## src/rtl/seqdet_param.sv

```systemverilog
// Programmable serial pattern detector with a runtime-loaded pattern and length.
// Supports overlapping and non-overlapping detection plus a saturating match counter.
module seqdet_param #(
  parameter int unsigned MAX_LEN = 16,
  parameter int unsigned CNT_W   = 8,
  localparam int unsigned LW     = $clog2(MAX_LEN + 1)
) (
  input  logic               clk,
  input  logic               rst,
  input  logic               x,
  input  logic               x_valid,
  input  logic [MAX_LEN-1:0] seq,
  input  logic [LW-1:0]      seq_len,
  input  logic               cfg_load,
  input  logic               overlap,
  input  logic               cnt_clr,
  output logic               z,
  output logic [CNT_W-1:0]   match_cnt,
  output logic               cfg_err
);

  localparam logic [LW-1:0] FillMax = LW'(MAX_LEN);

  logic [MAX_LEN-1:0] hist_q, pat_q;
  logic [LW-1:0]      fill_q, len_q;
  logic [CNT_W-1:0]   cnt_q;
  logic               z_q, err_q;

  logic [MAX_LEN-1:0] hist_nxt, len_mask;
  logic [LW-1:0]      fill_inc;
  logic               match;

  always_comb begin
    hist_nxt = {hist_q[MAX_LEN-2:0], x};
    fill_inc = (fill_q == FillMax) ? fill_q : fill_q + 1'b1;
    len_mask = '0;
    for (int i = 0; i < MAX_LEN; i++) begin
      len_mask[i] = (i < int'(len_q));
    end
    // Only the low len_q bits of history take part in the comparison.
    match = x_valid && !cfg_load && !err_q && (fill_inc >= len_q) &&
            ((hist_nxt & len_mask) == (pat_q & len_mask));
  end

  always_ff @(posedge clk) begin
    if (!rst) begin
      hist_q <= '0;
      fill_q <= '0;
      pat_q  <= '0;
      len_q  <= '0;
      z_q    <= 1'b0;
      cnt_q  <= '0;
      err_q  <= 1'b1;
    end else begin
      z_q <= match;
      if (cfg_load) begin
        pat_q  <= seq;
        len_q  <= seq_len;
        err_q  <= (seq_len == '0) || (seq_len > FillMax);
        hist_q <= '0;
        fill_q <= '0;
      end else if (x_valid) begin
        hist_q <= hist_nxt;
        fill_q <= (match && !overlap) ? '0 : fill_inc;
      end
      if (cnt_clr) begin
        cnt_q <= match ? CNT_W'(1) : '0;
      end else if (match && !(&cnt_q)) begin
        cnt_q <= cnt_q + 1'b1;
      end
    end
  end

  assign z         = z_q;
  assign match_cnt = cnt_q;
  assign cfg_err   = err_q;

endmodule

```

## config.mk

```make
export PLATFORM = sky130hd
export DESIGN_NAME = seqdet_param
export DESIGN_NICKNAME = d
export VERILOG_FILES = /design/src/rtl/seqdet_param.sv
export SDC_FILE = /design/constraint.sdc
export NUM_CORES = 1
export LEC_CHECK = 0
export ABC_AREA = 1
export BUFFER_PORTS_ARGS = -buffer_cell sky130_fd_sc_hd__buf_2
export CAP_MARGIN = 20
export CORE_MARGIN = 5
export CORE_UTILIZATION = 42
export CTS_CLUSTER_DIAMETER = 40
export DETAILED_ROUTE_END_ITERATION = 12
export MAX_ROUTING_LAYER = met4
export SLEW_MARGIN = 20
export SYNTH_ARGS = -nofsm -noshare
export SYNTH_HDL_FRONTEND = slang
export SYNTH_SLANG_ARGS = --single-unit
```

## constraint.sdc

```tcl
create_clock -name clk -period 3 [get_ports clk]
set_input_delay 0.3 -clock clk [delete_from_list [all_inputs] [get_ports clk]]
set_output_delay 0.3 -clock clk [all_outputs]
set_load 0.005 [all_outputs]
```

==> impl_metrics.csv <==
group,metric,value,unit
detailed_routing,routed_wl,6.10,mm
clock_network,cts_tree,"yes",
clock_network,htreeDepth,2,
final_layout,layoutNonFillerInstCount,492,
final_layout,final_net_count,452,
setup_path,rr_worst_depth,17,
synth,syn_inst,381,
power,p_seq_share,55.7,%
clock_network,ctsHoldBuffers,0,
synth,synth_ff_type,"dfxtp_1",
setup_path,crit_path_end,"fill_q[4]",
timing,fmax,0.415,GHz
timing,fin_crit,2.41,ns
power,power_leakage,1.35,nW
die,ios,38,
clock_network,clk_pin_slew_worst_paths,0.09,ns
global_route,grt_use_total,17.0,%
status,status,"complete, no violations",
power,p_comb_share,13.5,%
setup_path,start_kind,"flop",
place,dpl.cell_count,484,
synth,synth_area,0.00263,mm2
die,rows,28,
place,port-buffer-count,37,
timing,rsz0062_at_grt,"no",
timing,hold_viol,0,
detailed_routing,vias,2402,
global_route,grt_overflow,0,
power,ir_drop,0.232,mV
final_layout,area_delta_synth_final,12.9,%
synth,synth_top_family_by_area,"simple AND/OR/NAND/NOR gates",
setup_path,cp.required,3.18,ns
final_layout,final_common_cell,"nand2_1",
setup_path,cp.arrival,2.58,ns
clock_network,cts_made_buffers,5,
synth,synthXorXnorAreaFrac,4.66,%
timing,fin_tns_setup,0,ns
setup_path,critPathCaptureType,"flop",
setup_path,crit_fanout,5,
die,die_h,89.1,um
timing,slew_viol_final,0,
die,initial_utilization,43.9,%
synth,syn_avg_cell_area,6.90,um2
final_layout,utilization,49.6,%
clock_network,cts_setup_buffers,0,
synth,ys_warn_count,0,
power,powerDensity,438,mW/mm2
final_layout,antenna_cells,0,
die,die_area,0.00794,mm2
timing,worstMarginPinSlew,0.609,ns
detailed_routing,drc,0,
global_route,grt_first_pass_wirelength,10.4,mm
synth,synth_adder_area_share,3.81,%
timing,fin_ws,0.593,ns
place,dp_hpwl,4.43,mm
synth,async_flop_share,0,%
timing,slew_headroom,59.4,%
power,p_sw_share,28.4,%
power,p_int,0.932,mW
synth,synth-seq-area-share,38.8,%
power,clkPwrFrac,30.8,%
synth,synthSimpleGateAreaFrac,30.7,%
worst_hold_path,min_path_type,"in2reg",
clock_network,clock_sinks,51,
synth,synth_nets,417,
detailed_routing,routedWlPerCell,12.4,um
setup_path,r2r_start,"fill_q[0]",
detailed_routing,via_per_inst,4.88,
global_route,grt_max_degree,26,
global_route,antenna_found_initial,0,
detailed_routing,dr.pass1.iters,4,
setup_path,reg2reg_slack,0.59,ns
setup_path,crit_start,"fill_q[0]",
power,p_sw,0.370,mW
setup_path,critPathKind,"reg2reg",
timing,setup_viol_count_final,0,
synth,ys_seq_elements,51,
synth,synth_compound_area_share,14.1,%
clock_network,clock_latency,0.31,ns
clock_network,cts_resized,0,
flow_run,cap_violations,0,
final_layout,layout_common_cells,"nand2_1, nor2_1, dfxtp_1",
place,gp_congestion,0.868,
setup_path,r2r-end,"fill_q[4]",
timing,fin_skew,0.00635,ns
clock_network,cts_root_buf,"clkbuf_8",
place,place_ws,0.621,ns
synth,synthDistinctLibCells,31,
die,core,0.00599,mm2
global_route,grt_pass1_vias,2290,
detailed_routing,drt-initial-drc-count,56,
synth,synthMuxAreaShare,0,%
detailed_routing,drtAntennaViolNets,0,
synth,synth-edff-count,0,
timing,fin_crit_sh,80.2,%
final_layout,drive_gt1_share,15.1,%
die,die_w,89.1,um
clock_network,cts.path.max_buffers,2,
metrics by stage:
stage          power, mW  instance area (um2)  hold WS (ns)
3_5_place_dp       0.917                 2880         0.465
6_report            1.30                 2970         0.207
4_1_cts             1.31                 2970         0.201
2_1_floorplan      0.861                 2630         0.435
5_1_grt             1.37                 2970         0.216
3_3_place_gp       0.915                 2880         0.464
cell usage after synthesis (2+ instances only):
master / n / area [um2]
inv_2: 3 / 11.3
nand3_1: 28 / 140
o21ai_0: 32 / 160
a211oi_1: 2 / 15.0
nor3b_1: 2 / 15.0
nor2_1: 51 / 191
ha_1: 8 / 100
nand4_1: 4 / 25.0
nor2_2: 4 / 25.0
nor2_4: 3 / 33.8
clkbuf_1: 10 / 37.5
dfxtp_1: 51 / 1020
a21oi_1: 35 / 175
xnor2_1: 3 / 26.3
xor2_1: 11 / 96.3
or2_2: 2 / 12.5
nand2_1: 80 / 300
inv_1: 39 / 146
area by class of cell:
class | instances | area (um2)
Clock buffer | 6 | 72.6
Clock inverter | 2 | 12.5
Fill cell | 631 | 3020
Inverter | 43 | 161
Multi-Input combinational cell | 275 | 1400
Sequential cell | 51 | 1020
Tap cell | 75 | 93.8
Timing Repair Buffer | 40 | 208
critical path, cell delays in order, from the launching register on:
cell	delay, ns
dfxtp_1	0.41
inv_1	0.07
ha_1	0.19
nand3_1	0.11
xor2_1	0.20
inv_1	0.06
ha_1	0.26
inv_1	0.03
nand2_1	0.04
nand2_1	0.05
nand2_1	0.05
nand2_1	0.05
nand2_1	0.06
nand3_1	0.11
nor2_4	0.18
nand3b_1	0.21
nand3_1	0.13
a21oi_1	0.06
cells by family after synthesis:
group                      count (synthesis)
AOI/OAI and AO/OA                         72
xor gates and xnor gates                  14
adders and majority gates                  8
buffers and inverters                     55
DFF                                       51
and+or+nand+nor                          181
registers in the layout, summed over array words and instances (netlist names):
| register | cells |
|---|---|
| pat_q | 16 |
| len_q | 5 |
| match_cnt | 8 |
| z | 1 |
| fill_q | 5 |
| cfg_err | 1 |
| hist_q | 15 |
power by group through the flow:
stage	Sequential, mW	Clock [mW]	Combinational [mW]
finish	0.725	0.400	0.176
global route	0.729	0.432	0.204
CTS	0.725	0.412	0.177
detailed placement	0.741	0	0.176
global placement	0.740	0	0.174
floorplan	0.734	0	0.127
routing by layer:
metal	vias to the layer above	GRT usage [%]	wire length, um
met2	30	27.7	2730
met4	0	4.60	69
met1	1073	21.9	3070
met3	7	2.76	237
li1	1292	-	-
met5	-	-	0
worst min path at each step:
stage	slack (ns)	cells after the start	startpoint	endpoint
after global routing	0.22	3	seq[6]	pat_q[6]
final	0.21	3	seq[2]	pat_q[2]
after global placement	0.46	2	pat_q[1]	pat_q[1]
after floorplan	0.43	2	seq[7]	pat_q[7]
after detailed placement	0.47	2	pat_q[13]	pat_q[13]
after CTS	0.20	3	seq[6]	pat_q[6]
Note: power is estimated with default switching activity, not from simulation.
